--- config.mk ---
export PLATFORM = sky130hd
export DESIGN_NAME = vga_sync_controller_flat
export DESIGN_NICKNAME = d
export VERILOG_FILES = /design/src/rtl/vga_timing_pkg.sv /design/src/rtl/vga_sync_controller_if.sv /design/src/rtl/vga_axis_counter.sv /design/src/rtl/vga_sync_controller.sv /design/src/flat_wrapper.sv
export SDC_FILE = /design/constraint.sdc
export NUM_CORES = 1
export LEC_CHECK = 0
export BUFFER_PORTS_ARGS = -buffer_cell sky130_fd_sc_hd__buf_2
export CAP_MARGIN = 30
export CORE_MARGIN = 10
export CORE_UTILIZATION = 50
export DETAILED_ROUTE_END_ITERATION = 10
export PLACE_DENSITY = 0.74
export SETUP_SLACK_MARGIN = 0.4
export SYNTH_ARGS = -nofsm -noshare
export SYNTH_HDL_FRONTEND = slang
export SYNTH_SLANG_ARGS = --single-unit
--- constraint.sdc ---
create_clock -name pixel_clk -period 2.95 [get_ports pixel_clk]
set_input_delay 0.295 -clock pixel_clk [delete_from_list [all_inputs] [get_ports pixel_clk]]
set_output_delay 0.295 -clock pixel_clk [all_outputs]
set_load 0.02 [all_outputs]
--- src/rtl/vga_timing_pkg.sv ---
// Shared timing constants for the VGA sync controller: coordinate width,
// counter range limit and the parameter sets for the supported video modes.
package vga_timing_pkg;

    // Width of the h/v position counters and of the row/column coordinates.
    localparam int COORD_W    = 11;

    // Largest period an 11-bit counter can step through (0..2047).
    localparam int MAX_PERIOD = 2048;

    typedef logic [COORD_W-1:0] coord_t;

    // 640x480 @ 60 Hz, 25.175 MHz pixel clock, negative sync polarity.
    localparam int   VGA640_H_PIXELS = 640;
    localparam int   VGA640_H_FP     = 16;
    localparam int   VGA640_H_PULSE  = 96;
    localparam int   VGA640_H_BP     = 48;
    localparam logic VGA640_H_POL    = 1'b0;
    localparam int   VGA640_V_PIXELS = 480;
    localparam int   VGA640_V_FP     = 10;
    localparam int   VGA640_V_PULSE  = 2;
    localparam int   VGA640_V_BP     = 33;
    localparam logic VGA640_V_POL    = 1'b0;

    // 800x600 @ 60 Hz, 40 MHz pixel clock, positive sync polarity.
    localparam int   VGA800_H_PIXELS = 800;
    localparam int   VGA800_H_FP     = 40;
    localparam int   VGA800_H_PULSE  = 128;
    localparam int   VGA800_H_BP     = 88;
    localparam logic VGA800_H_POL    = 1'b1;
    localparam int   VGA800_V_PIXELS = 600;
    localparam int   VGA800_V_FP     = 1;
    localparam int   VGA800_V_PULSE  = 4;
    localparam int   VGA800_V_BP     = 23;
    localparam logic VGA800_V_POL    = 1'b1;

    // Total length of one axis (visible + porches + pulse).
    function automatic int axis_period(input int visible, input int fp,
                                       input int pulse, input int bp);
        return visible + fp + pulse + bp;
    endfunction

endpackage

--- src/rtl/vga_sync_controller_if.sv ---
// Output bundle of the sync controller: sync pins, display enable,
// pixel coordinates and the frame/line start strobes.
interface vga_sync_controller_if;

    logic                         h_sync;
    logic                         v_sync;
    logic                         disp_ena;
    vga_timing_pkg::coord_t       column;
    vga_timing_pkg::coord_t       row;
    logic                         frame_start;
    logic                         line_start;

    // Timing generator side.
    modport master (
        output h_sync,
        output v_sync,
        output disp_ena,
        output column,
        output row,
        output frame_start,
        output line_start
    );

    // Image generator / DAC side.
    modport slave (
        input  h_sync,
        input  v_sync,
        input  disp_ena,
        input  column,
        input  row,
        input  frame_start,
        input  line_start
    );

endinterface

--- src/rtl/vga_axis_counter.sv ---
// One timing axis (horizontal or vertical): a position counter that steps
// 0..period-1 when advanced, plus the decode of the position it will hold
// after the current edge, so the parent can register outputs that line up
// exactly with the counter.
module vga_axis_counter
    import vga_timing_pkg::*;
#(
    parameter int   VISIBLE = 640,
    parameter int   FP      = 16,
    parameter int   PULSE   = 96,
    parameter int   BP      = 48,
    parameter logic POL     = 1'b0
) (
    input  logic   clk_i,
    input  logic   reset_i,
    input  logic   advance_i,
    output logic   wrap_o,
    output logic   next_visible_o,
    output logic   next_sync_o,
    output coord_t next_coord_o
);

    localparam int PERIOD = axis_period(VISIBLE, FP, PULSE, BP);

    // Last position of the axis; reset parks the counter here so the first
    // advance after reset lands on position 0.
    localparam coord_t LAST = COORD_W'(PERIOD - 1);

    // Decode bounds are one bit wider than the counter so a sync pulse that
    // ends exactly at a 2048 period does not alias to 0.
    localparam logic [COORD_W:0] VIS_END    = (COORD_W+1)'(VISIBLE);
    localparam logic [COORD_W:0] SYNC_START = (COORD_W+1)'(VISIBLE + FP);
    localparam logic [COORD_W:0] SYNC_END   = (COORD_W+1)'(VISIBLE + FP + PULSE);

    coord_t           cnt_q;
    coord_t           cnt_d;
    logic             wrap_s;
    logic [COORD_W:0] cnt_ext_s;
    logic             visible_s;
    logic             sync_active_s;

    // Next position: hold, step, or wrap from the last position to zero.
    always_comb begin
        cnt_d  = cnt_q;
        wrap_s = 1'b0;
        if (advance_i) begin
            if (cnt_q == LAST) begin
                cnt_d  = '0;
                wrap_s = 1'b1;
            end else begin
                cnt_d  = cnt_q + 11'd1;
                wrap_s = 1'b0;
            end
        end else begin
            cnt_d  = cnt_q;
            wrap_s = 1'b0;
        end
    end

    // Position register; reset parks it at the last position of the axis.
    always_ff @(posedge clk_i) begin
        if (reset_i) begin
            cnt_q <= LAST;
        end else begin
            cnt_q <= cnt_d;
        end
    end

    // Decode of the upcoming position: visible window, sync window, coordinate.
    always_comb begin
        cnt_ext_s      = {1'b0, cnt_d};
        visible_s      = (cnt_ext_s < VIS_END);
        sync_active_s  = (cnt_ext_s >= SYNC_START) && (cnt_ext_s < SYNC_END);
        next_visible_o = visible_s;
        next_coord_o   = '0;
        next_sync_o    = ~POL;
        if (visible_s) begin
            next_coord_o = cnt_d;
        end else begin
            next_coord_o = '0;
        end
        if (sync_active_s) begin
            next_sync_o = POL;
        end else begin
            next_sync_o = ~POL;
        end
    end

    assign wrap_o = wrap_s;

endmodule

--- src/rtl/vga_sync_controller.sv ---
// VGA timing controller. Free-runs over the frame raster defined by the
// parameters and drives registered sync, display enable, pixel coordinates
// and frame/line start strobes. Every output describes the position held in
// the counters, with no skew between outputs.
module vga_sync_controller
    import vga_timing_pkg::*;
#(
    parameter int   h_pixels = VGA640_H_PIXELS,
    parameter int   h_fp     = VGA640_H_FP,
    parameter int   h_pulse  = VGA640_H_PULSE,
    parameter int   h_bp     = VGA640_H_BP,
    parameter logic h_pol    = VGA640_H_POL,
    parameter int   v_pixels = VGA640_V_PIXELS,
    parameter int   v_fp     = VGA640_V_FP,
    parameter int   v_pulse  = VGA640_V_PULSE,
    parameter int   v_bp     = VGA640_V_BP,
    parameter logic v_pol    = VGA640_V_POL
) (
    input  logic                  pixel_clk,
    input  logic                  reset,
    vga_sync_controller_if.master vga
);

    localparam int H_PERIOD = axis_period(h_pixels, h_fp, h_pulse, h_bp);
    localparam int V_PERIOD = axis_period(v_pixels, v_fp, v_pulse, v_bp);

    // Both axes must fit the 11-bit counters.
    if (H_PERIOD > MAX_PERIOD) begin : g_h_period_check
        $error("vga_sync_controller: horizontal period exceeds 2048");
    end
    if (V_PERIOD > MAX_PERIOD) begin : g_v_period_check
        $error("vga_sync_controller: vertical period exceeds 2048");
    end

    logic   h_wrap_s;
    logic   h_vis_s;
    logic   h_sync_s;
    coord_t column_s;
    logic   v_wrap_s;
    logic   v_vis_s;
    logic   v_sync_s;
    coord_t row_s;

    logic   h_sync_d,      h_sync_q;
    logic   v_sync_d,      v_sync_q;
    logic   disp_ena_d,    disp_ena_q;
    coord_t column_d,      column_q;
    coord_t row_d,         row_q;
    logic   frame_start_d, frame_start_q;
    logic   line_start_d,  line_start_q;

    // Horizontal axis advances every pixel clock.
    vga_axis_counter #(
        .VISIBLE (h_pixels),
        .FP      (h_fp),
        .PULSE   (h_pulse),
        .BP      (h_bp),
        .POL     (h_pol)
    ) u_h_axis (
        .clk_i          (pixel_clk),
        .reset_i        (reset),
        .advance_i      (1'b1),
        .wrap_o         (h_wrap_s),
        .next_visible_o (h_vis_s),
        .next_sync_o    (h_sync_s),
        .next_coord_o   (column_s)
    );

    // Vertical axis advances once per line, on the horizontal wrap, so
    // v_sync and row only ever change on that edge.
    vga_axis_counter #(
        .VISIBLE (v_pixels),
        .FP      (v_fp),
        .PULSE   (v_pulse),
        .BP      (v_bp),
        .POL     (v_pol)
    ) u_v_axis (
        .clk_i          (pixel_clk),
        .reset_i        (reset),
        .advance_i      (h_wrap_s),
        .wrap_o         (v_wrap_s),
        .next_visible_o (v_vis_s),
        .next_sync_o    (v_sync_s),
        .next_coord_o   (row_s)
    );

    // Output decode of the upcoming position. The vertical wrap can only
    // happen together with a horizontal wrap, so it marks the move to (0,0);
    // a horizontal wrap into a visible line marks column 0 of that line.
    always_comb begin
        h_sync_d      = h_sync_s;
        v_sync_d      = v_sync_s;
        disp_ena_d    = h_vis_s & v_vis_s;
        column_d      = column_s;
        row_d         = row_s;
        frame_start_d = v_wrap_s;
        line_start_d  = h_wrap_s & v_vis_s;
    end

    // Output registers; reset drives every output to its inactive level.
    always_ff @(posedge pixel_clk) begin
        if (reset) begin
            h_sync_q      <= ~h_pol;
            v_sync_q      <= ~v_pol;
            disp_ena_q    <= 1'b0;
            column_q      <= '0;
            row_q         <= '0;
            frame_start_q <= 1'b0;
            line_start_q  <= 1'b0;
        end else begin
            h_sync_q      <= h_sync_d;
            v_sync_q      <= v_sync_d;
            disp_ena_q    <= disp_ena_d;
            column_q      <= column_d;
            row_q         <= row_d;
            frame_start_q <= frame_start_d;
            line_start_q  <= line_start_d;
        end
    end

    assign vga.h_sync      = h_sync_q;
    assign vga.v_sync      = v_sync_q;
    assign vga.disp_ena    = disp_ena_q;
    assign vga.column      = column_q;
    assign vga.row         = row_q;
    assign vga.frame_start = frame_start_q;
    assign vga.line_start  = line_start_q;

endmodule

--- src/flat_wrapper.sv ---
// flat-port wrapper written by rule: the top's interface ports become plain ports
module vga_sync_controller_flat import vga_timing_pkg::*;
#(
    parameter int   h_pixels = VGA640_H_PIXELS,
    parameter int   h_fp     = VGA640_H_FP,
    parameter int   h_pulse  = VGA640_H_PULSE,
    parameter int   h_bp     = VGA640_H_BP,
    parameter logic h_pol    = VGA640_H_POL,
    parameter int   v_pixels = VGA640_V_PIXELS,
    parameter int   v_fp     = VGA640_V_FP,
    parameter int   v_pulse  = VGA640_V_PULSE,
    parameter int   v_bp     = VGA640_V_BP,
    parameter logic v_pol    = VGA640_V_POL
)
  (pixel_clk, reset, vga_h_sync, vga_v_sync, vga_disp_ena, vga_column, vga_row, vga_frame_start, vga_line_start);
  vga_sync_controller_if vga_i ();
  input  logic pixel_clk;
  input  logic reset;
  output wire logic [$bits(vga_i.h_sync)-1:0] vga_h_sync;
  output wire logic [$bits(vga_i.v_sync)-1:0] vga_v_sync;
  output wire logic [$bits(vga_i.disp_ena)-1:0] vga_disp_ena;
  output wire logic [$bits(vga_i.column)-1:0] vga_column;
  output wire logic [$bits(vga_i.row)-1:0] vga_row;
  output wire logic [$bits(vga_i.frame_start)-1:0] vga_frame_start;
  output wire logic [$bits(vga_i.line_start)-1:0] vga_line_start;
  assign vga_h_sync = vga_i.h_sync;
  assign vga_v_sync = vga_i.v_sync;
  assign vga_disp_ena = vga_i.disp_ena;
  assign vga_column = vga_i.column;
  assign vga_row = vga_i.row;
  assign vga_frame_start = vga_i.frame_start;
  assign vga_line_start = vga_i.line_start;
  vga_sync_controller #(.h_pixels(h_pixels), .h_fp(h_fp), .h_pulse(h_pulse), .h_bp(h_bp), .h_pol(h_pol), .v_pixels(v_pixels), .v_fp(v_fp), .v_pulse(v_pulse), .v_bp(v_bp), .v_pol(v_pol)) u_core (.pixel_clk(pixel_clk), .reset(reset), .vga(vga_i));
endmodule
==> summary.txt, run 1 <==
Run status
  – Status: finished, final reports clean

Die
  – Rows: 22
  – Starting Density: 0.531
  – Die footprint: 6940 um2
  – Die height: 83.3 um
  – Total core area: 3770 um2
  – Num ports: 29
  – Overall die width: 83.3 um

Route
  – Wirelength per Cell: 13.7 um
  – Routed Antenna Nets: 0
  – Vias per cell: 5.33
  – Initial DRC Count: 138
  – Final WL: 4020 um
  – DR DRC count: 0
  – Via count: 1568
  – DRT Pass-1 Iters: 4

Clocking
  – Worst-path clk slew: 90 ps
  – CTS Sinks: 49
  – Clk Latency, worst-skew pair: 300 ps
  – CTS Buf Count: 5
  – CTS Root Buffer Type: clkbuf_8
  – CTS tree: done
  – CTS H-tree lvls: 2
  – Clock Path Buffers: 2

GRT
  – Largest net degree at the start of global routing: 33
  – Overall Global Routing Usage: 0.120
  – Initial antenna violation count: 0
  – Total congestion overflow: 0
  – First-pass GRT wire length: 7220 um
  – Vias in the first global route: 1521

Synthesis
  – Main flop type after synthesis: dfxtp_1
  – Post-synth top area cell: dfxtp_1
  – Yosys cell types: 42
  – Top-count cell post-synth: dfxtp_1
  – Top cells by count, synth: 49 x dfxtp_1, 23 x nor2_1, 16 x nor3_1, 14 x nand2_1, 10 x clkbuf_1
  – Async SR Flop Fraction: 0
  – Area contributors post-synth: dfxtp_1 49%, nor2_1 4.3%, nor3_1 4.0%
  – Seq/Total Area, Yosys: 0.490
  – Area share of the largest cell type after synthesis: 0.490
  – #FFs+latches synth: 49
  – Synthesized area: 2000 um2
  – EDFF count, synth: 0
  – Mapped Cells: 216
  – Syn avg cell area: 9.27 um2
  – Total number of yosys warnings: 0

Timing
  – Setup TNS: 0 ps
  – Slew headroom: 0.639
  – Final Critical Period: 2280 ps
  – Fin Hold WS: 458 ps
  – Worst-Margin Slew: 541 ps
  – Clk_skew: 4.49 ps
  – Max Clock Freq: 439 MHz
  – Pins over their slew limit: 0
  – Final setup violation count: 0
  – Unrepaired setup endpoints after global routing: no
  – Crit share post-route: 0.773
  – Fin. Hold Viols: 0
  – Final worst setup slack: 670 ps

Placed design
  – Port Buf Inserts: 28
  – HPWL Detailed: 2890 um
  – Placer Congestion: 0.915
  – Placement Setup Slack: 478 ps

Cells and area
  – P&R area growth vs syn: 15.9%
  – Fin nets: 250
  – Fillcell total: 342
  – Multi-input logic area: 988 um2
  – N_diodes: 0
  – Register area: 981 um2
  – Ratio of cells with drive above 1 in the final layout: 0.211

Critical path
  – FF-to-FF setup slack: 670 ps
  – Critical Path Sink Type: flip-flop
  – Launching element type of the critical path: flip-flop
  – CP required: 3120 ps
  – CP Class: reg2reg
  – Crit-path max FO: 10
  – Data arrival time of the critical path: 2450 ps

Power and ir drop
  – Pwr Total: 2.40 mW
  – Maximum VDD drop: 0.406 mV
  – Leakage: 0.959 nW
  – Cell Pwr Density: 1030 nW/um2

Flow run
  – Max-Cap Viols: 0

Worst hold path
  – Hold WC Path Type: in2reg
## per-stage QoR
stage	instance area, um2	util	cells
2_1_floorplan	2010	-	218
6_report	2320	0.615	294
4_1_cts	2270	0.603	293
3_5_place_dp	2190	0.580	285
3_3_place_gp	2190	0.580	285
5_1_grt	2320	0.615	294
## layer usage
layer  track usage  vias up  wire length [um]
met5             0        -                 0
li1              -      809                 -
met1         0.153      727              1960
met3        0.0400        6               219
met2         0.182       26              1780
met4        0.0462        0                62
## where the power goes
part | leakage [nW] | total [mW] | switching [mW] | internal [mW]
registers | 0.400 | 0.928 | 0.129 | 0.799
clock network | 0.0439 | 0.378 | 0.214 | 0.164
logic | 0.515 | 1.09 | 0.647 | 0.448
## placed cells by master (no fill, tap or decap), drive strengths merged, types with 4 or more instances in the layout
| cell | n |
|---|---|
| nand2 | 14 |
| dfxtp | 49 |
| nor3 | 16 |
| nand3 | 9 |
| nor4 | 6 |
| clkbuf | 5 |
| o21ai | 10 |
| inv | 4 |
| a21oi | 6 |
| buf | 33 |
| xnor2 | 5 |
| nor2 | 23 |
| xor2 | 8 |
| or2 | 4 |
| nand4 | 6 |
| nand2b | 5 |
## timing repair
action | 4_1_cts | 5_1_grt
hold endpoints to repair | 0 | 0
hold buffers | 0 | 0
setup endpoints to repair | 0 | 11
gates resized for setup | 0 | 5
buffers inserted | 0 | 1
## registers in the layout, indices dropped and copies added (netlist names)
| signal | cells |
|---|---|
| u_core.u_h_axis.cnt_q | 11 |
| u_core.u_v_axis.cnt_q | 11 |
| u_core.vga.column | 11 |
| u_core.vga.row | 11 |
| u_core.vga.disp_ena | 1 |
| u_core.vga.frame_start | 1 |
| u_core.vga.h_sync | 1 |
| u_core.vga.line_start | 1 |
| u_core.vga.v_sync | 1 |
## kinds of logic (layout without fill, tap and decap cells)
group,Yosys count,in the layout,synth area share
buffers and inverters,17,45,0.0337
AND/OR/NAND/NOR,103,103,0.293
AO/OA/AOI/OAI,30,30,0.106
XOR/XNOR,13,13,0.0568
flip-flops,49,49,0.490
other,1,3,0.00187
adder cells (fa/ha/maj),3,3,0.0187
## critical path, stage by stage, from the launching register on
cell and delay (ps):
dfxtp_1 410, ha_2 290, nand4_4 190, nor4_2 360, xnor2_1 170, or2_1 260, o311ai_4 260, buf_12 170
a211oi_1 50
## layout make-up
type                       count  area share
inverter                       4     0.00647
timing repair buffer          33      0.0819
sequential                    49       0.423
clock buffer                   5      0.0296
multi-input combinational    152       0.426
clock inverter                 3     0.00755
tap                           48      0.0259
## path summary, 6_finish.rpt
check,depth (start not counted),endpoint,start
min,2,u_core.u_v_axis.cnt_q[4],reset
max reg2reg,8,u_core.vga.row[1],u_core.u_h_axis.cnt_q[0]
max,8,u_core.vga.row[1],u_core.u_h_axis.cnt_q[0]
min reg2reg,1,u_core.u_h_axis.cnt_q[0],u_core.u_h_axis.cnt_q[0]
Note: power is estimated with default switching activity, not from simulation.
==> run 2: changes to the inputs <==
- ABC_AREA: not set -> 1
- clock period: 2.95 -> 2.1 ns (I/O delays scaled with it)
==> run 2 against run 1 <==
Global-route usage increased by 1.0 points. First-iteration DRC count increased by 30%. Flip-flop and latch count unchanged. Register-to-register slack got worse by 360 ps. Routed wire length increased by 39%. Highest routed layer unchanged. Utilization increased by 9.3 points. Critical endpoint is now u_core.vga.row[0]. Via count increased by 28%. Sequential share of layout area decreased by 6.8 points.
==> summary.txt, run 2 <==
Run status
  – Status: finished, final reports clean

Synthesis
  – Main flop type after synthesis: dfxtp_1
  – Area share of the largest cell type after synthesis: 0.477 (-0.0122)
  – EDFF count, synth: 0 (unchanged)
  – Async SR Flop Fraction: 0 (unchanged)
  – Total number of yosys warnings: 0 (unchanged)
  – Top-count cell post-synth: nand2_1
  – Top cells by count, synth: 71 x nand2_1, 57 x nor2_1, 49 x dfxtp_1, 34 x inv_1, 24 x nand3_1
  – Area contributors post-synth: dfxtp_1 48%, nand2_1 13%, nor2_1 10%
  – #FFs+latches synth: 49 (unchanged)
  – Mapped Cells: 283 (+31%)
  – Post-synth top area cell: dfxtp_1
  – Syn avg cell area: 7.26 um2 (-22%)
  – Synthesized area: 2050 um2 (+2.6%)
  – Seq/Total Area, Yosys: 0.477 (-0.0122)
  – Yosys cell types: 27 (-36%)

GRT
  – Largest net degree at the start of global routing: 17 (-48%)
  – Overall Global Routing Usage: 0.130 (+0.0101)
  – Vias in the first global route: 1757 (+16%)
  – Initial antenna violation count: 0 (unchanged)
  – Total congestion overflow: 0 (unchanged)
  – First-pass GRT wire length: 7690 um (+6.6%)

Cells and area
  – P&R area growth vs syn: 38.0%
  – Ratio of cells with drive above 1 in the final layout: 0.381 (+0.170)
  – Commonest non-fill, non-tap cells in the layout: 60 x nand2_1, 40 x nor2_1, 35 x dfxtp_1
  – Fin nets: 345 (+38%)
  – Core Util, Final: 0.709 (+0.0933)
  – Most common cell after layout, fill and taps aside: nand2_1
  – N_diodes: 0 (unchanged)

Timing
  – Pins over their slew limit: 0 (unchanged)
  – Max Clock Freq: 559 MHz (+27%)
  – Unrepaired setup endpoints after global routing: yes
  – Crit share post-route: 0.852 (+0.0794)
  – Setup TNS: 0 ps (unchanged)
  – Final Critical Period: 1790 ps (-490 ps)
  – Final setup violation count: 0 (unchanged)
  – Fin. Hold Viols: 0 (unchanged)
  – Clk_skew: 10.2 ps (+5.70 ps)
  – Final worst setup slack: 310 ps (-360 ps)

Power and ir drop
  – Maximum VDD drop: 0.891 mV (+120%)
  – Leakage: 1.36 nW (+42%)
  – Cell Pwr Density: 1510 nW/um2 (+46%)

Die
  – Num ports: 29 (unchanged)
  – Rows: 23 (+4.5%)
  – Starting Density: 0.514 (-0.0176)
  – Die height: 84.1 um (+0.97%)
  – Overall die width: 84.1 um (+0.97%)
  – Total core area: 4000 um2 (+6.1%)
  – Die footprint: 7070 um2 (+1.9%)

Clocking
  – Clk Latency, worst-skew pair: 300 ps (about the same)
  – CTS tree: done
  – CTS Sinks: 49 (unchanged)
  – CTS Buf Count: 5 (unchanged)
  – Clock Path Buffers: 2 (unchanged)
  – CTS H-tree lvls: 2 (unchanged)
  – CTS Root Buffer Type: clkbuf_8
  – Worst-path clk slew: 90 ps (about the same)

Route
  – Via count: 2002 (+28%)
  – DR DRC count: 0 (unchanged)
  – Routed Antenna Nets: 0 (unchanged)
  – DRT Pass-1 Iters: 4 (unchanged)
  – Final WL: 5590 um (+39%)
  – Vias per cell: 5.12 (-4.0%)
  – Wirelength per Cell: 14.3 um (+4.5%)
  – Initial DRC Count: 180 (+30%)

Placed design
  – HPWL Detailed: 3240 um (+12%)
  – Placer Congestion: 0.895 (-2.2%)
  – Port Buf Inserts: 28 (unchanged)
  – Placement Setup Slack: 192 ps (-287 ps)

Critical path
  – Critical Path Sink Type: flip-flop
  – FF-to-FF setup slack: 310 ps (-360 ps)
  – CP startpoint: u_core.u_h_axis.cnt_q[10]
  – FF-to-FF Start: u_core.u_h_axis.cnt_q[10]
  – CP Class: reg2reg
  – CP required: 2340 ps (-780 ps)
  – Crit-path max FO: 8 (-2)
  – Data arrival time of the critical path: 2030 ps (-420 ps)
  – Launching element type of the critical path: flip-flop

Flow run
  – Max-Cap Viols: 0 (unchanged)

Worst hold path
  – Hold path start: reset
  – Hold WC Path Type: in2reg
==> run 2: area by class of cell <==
| type | count | area [um2] |
|---|---|---|
| Inverter | 36 | 140 |
| Timing Repair Buffer | 51 | 358 |
| Tap cell | 50 | 62.6 |
| Clock inverter | 1 | 5.00 |
| Clock buffer | 7 | 96.3 |
| Sequential cell | 49 | 1010 |
| Multi-Input combinational cell | 197 | 1170 |
| Fill cell | 301 | 1160 |
==> run 2: path summary, 6_finish.rpt <==
kind                              endpoint  cells past startpoint
setup / recovery         u_core.vga.row[0]                      9
hold / removal    u_core.u_h_axis.cnt_q[7]                      2
setup reg to reg         u_core.vga.row[0]                      9
hold reg to reg       u_core.vga.column[0]                      2
==> run 2: logic make-up after synthesis <==
group           after synthesis  synth area share
other cells                   1           0.00183
buf+inv                      41            0.0798
flops                        49             0.477
compound gates               13            0.0335
fa+ha+maj                     3            0.0183
simple gates                173             0.376
xor+xnor                      3            0.0128
==> run 2: power by group <==
group / leakage, nW / switching, mW / internal (mW) / total [mW]
logic: 0.900 / 1.38 / 0.920 / 2.30
registers: 0.403 / 0.195 / 1.18 / 1.37
clock network: 0.0542 / 0.298 / 0.298 / 0.595
==> run 2: timing repair <==
item | 4_1_cts | 5_1_grt
pin swaps | 2 | 11
hold buffers | 0 | 0
cloned | 0 | 3
setup endpoints to repair | 21 | 23
setup buffers | 2 | 18
resized for setup | 13 | 76
==> run 2: through the flow <==
stage,instance area (um2),hold WS (ps),total power [mW],instances
4_1_cts,2400,232,3.53,370
5_1_grt,2840,248,4.55,391
2_1_floorplan,2060,282,2.43,285
3_3_place_gp,2250,535,2.79,360
6_report,2840,243,4.27,391
3_5_place_dp,2250,537,2.80,360
==> run 2: per-layer routing <==
metal | share of wire | routed length (um) | GRT usage | vias to the layer above
met1 | 0.40 | 2250 | 0.157 | 899
met2 | 0.47 | 2640 | 0.198 | 92
li1 | - | - | - | 996
met5 | 0 | 0 | 0 | -
met3 | 0.097 | 540 | 0.0479 | 15
met4 | 0.028 | 159 | 0.0654 | 0
==> run 2: worst max-delay path, stage by stage (launching register included) <==
cell      delay (ps)
dfxtp_2          360
nor2_1           190
nand3_1          170
nor2_4           190
clkinv_4         140
buf_6            170
buf_4            130
o21ai_1          120
o21ai_1          130
nor2_2           130
==> run 3: changes to the inputs <==
- GPL_TIMING_DRIVEN: not set -> 0
==> run 3 against run 2 <==
Combinational power down 7%. Cell count is the same. Sequential share of layout area up 0.82 points. Via count down 2.0%. Sequential power about the same.
==> summary.txt, run 3 (synthesis gave the netlist of run 2 again) <==
Run status
  – Status: finished, final reports clean

Power and ir drop
  – Cell Pwr Density: 1550 nW/um2 (+2.7%)
  – Pwr Total: 4.28 mW (+0.23%)
  – Maximum VDD drop: 0.884 mV (-0.71%)
  – Leakage: 1.34 nW (-1.1%)

Die
  – Num ports: 29 (unchanged)
  – Starting Density: 0.514 (unchanged)
  – Total core area: 4000 um2 (unchanged)
  – Die height: 84.1 um (unchanged)
  – Overall die width: 84.1 um (unchanged)
  – Die footprint: 7070 um2 (unchanged)
  – Rows: 23 (unchanged)

GRT
  – Largest net degree at the start of global routing: 16 (-1)
  – Total congestion overflow: 0 (unchanged)
  – Vias in the first global route: 1823 (+3.8%)
  – Initial antenna violation count: 0 (unchanged)
  – Overall Global Routing Usage: 0.138 (+0.00754)
  – First-pass GRT wire length: 8200 um (+6.6%)

Timing
  – Fin Hold WS: 99.7 ps (-143 ps)
  – Setup TNS: 0 ps (unchanged)
  – Fin. Hold Viols: 0 (unchanged)
  – Final worst setup slack: 333 ps (+22.9 ps)
  – Crit share post-route: 0.841 (-0.0109)
  – Slew headroom: 0.641
  – Max Clock Freq: 566 MHz (+1.3%)
  – Clk_skew: 7.31 ps (-2.88 ps)
  – Unrepaired setup endpoints after global routing: yes
  – Pins over their slew limit: 0 (unchanged)
  – Final setup violation count: 0 (unchanged)
  – Worst-Margin Slew: 539 ps
  – Final Critical Period: 1770 ps (-22.9 ps)

Clocking
  – Clk Latency, worst-skew pair: 300 ps (about the same)
  – Clock Path Buffers: 2 (unchanged)
  – CTS tree: done
  – CTS H-tree lvls: 2 (unchanged)
  – CTS Buf Count: 5 (unchanged)
  – Worst-path clk slew: 90 ps (about the same)
  – CTS Root Buffer Type: clkbuf_8
  – CTS Sinks: 49 (unchanged)
  – Hold buffer count at cts: 0 (unchanged)

Route
  – DRT Pass-1 Iters: 4 (unchanged)
  – Routed Antenna Nets: 0 (unchanged)
  – DR DRC count: 0 (unchanged)
  – Final WL: 5230 um (-6.5%)
  – Initial DRC Count: 166 (-7.8%)
  – Wirelength per Cell: 13.4 um (-6.5%)
  – Via count: 1961 (-2.0%)
  – Vias per cell: 5.02 (-2.0%)

Placed design
  – Port Buf Inserts: 28 (unchanged)
  – Placed inst area: 2260 um2 (+0.61%)
  – Placement Setup Slack: 130 ps (-62.1 ps)
  – Placer Congestion: 0.889 (-0.66%)
  – Post-placement cell count: 363 (+0.83%)
  – HPWL Detailed: 3260 um (+0.43%)

Critical path
  – Crit-path max FO: 6 (-2)
  – CP Class: reg2reg
  – Launching element type of the critical path: flip-flop
  – Data arrival time of the critical path: 2000 ps (-30 ps)
  – CP required: 2340 ps (about the same)
  – Critical Path Sink Type: flip-flop

Cells and area
  – Finished Layout Cells: 391 (unchanged)
  – Commonest non-fill, non-tap cells in the layout: 63 x nand2_1, 44 x nor2_1, 36 x dfxtp_1
  – Post-route cell area: 2770 um2 (-2.4%)
  – Register area: 1000 um2 (-0.12%)
  – Multi-input logic area: 1110 um2 (-5.0%)
  – Fin nets: 345 (unchanged)
  – P&R area growth vs syn: 34.7%
  – N_diodes: 0 (unchanged)
  – Core Util, Final: 0.692 (-0.0169)
  – Ratio of cells with drive above 1 in the final layout: 0.343 (-0.0381)
  – Fillcell total: 315 (+4.7%)
  – Most common cell after layout, fill and taps aside: nand2_1

Flow run
  – Max-Cap Viols: 0 (unchanged)

Worst hold path
  – Hold WC Path Type: in2reg
run 3: routing by layer:
| layer | wire (um) | global-route usage |
|---|---|---|
| met4 | 53 | 0.0426 |
| met1 | 2320 | 0.163 |
| met3 | 325 | 0.0469 |
| met5 | 0 | 0 |
| met2 | 2530 | 0.228 |
run 3: layout make-up:
type | count | area share
Multi-Input combinational cell | 197 | 0.401
Sequential cell | 49 | 0.363
Timing Repair Buffer | 46 | 0.101
Inverter | 36 | 0.0497
Clock buffer | 5 | 0.0249
Clock inverter | 3 | 0.0235
Tap cell | 50 | 0.0226
Buffer | 5 | 0.0149
run 3: worst paths after layout:
path | from | endpoint | slack (ps) | cells after the start
worst max-delay path | u_core.u_v_axis.cnt_q[0] | u_core.vga.row[6] | 330 | 10
worst max register to register | u_core.u_v_axis.cnt_q[0] | u_core.vga.row[6] | 330 | 10
worst min register to register | u_core.u_v_axis.cnt_q[5] | u_core.u_v_axis.cnt_q[5] | 630 | 4
worst min-delay path | reset | u_core.u_h_axis.cnt_q[6] | 100 | 2
run 3: critical path: stages, from the launching register on:
cell and delay (ps):
dfxtp_4 380, inv_4 70, ha_2 180, inv_1 40
nor2_1 110, nand4_1 190, nand3_2 170, nand2_4 60
nor2_4 170, nand3_4 180, nor2_2 150
run 3: timing repair:
action,4_1_cts,5_1_grt
endpoints found under the setup margin,30,24
pin swaps,8,19
setup buffers,10,8
cloned,1,1
resized for setup,27,45
run 3: power breakdown:
part	internal, mW	switching (mW)
Sequential	1.18	0.187
Combinational	0.827	1.30
Clock	0.473	0.308
Total	2.48	1.80
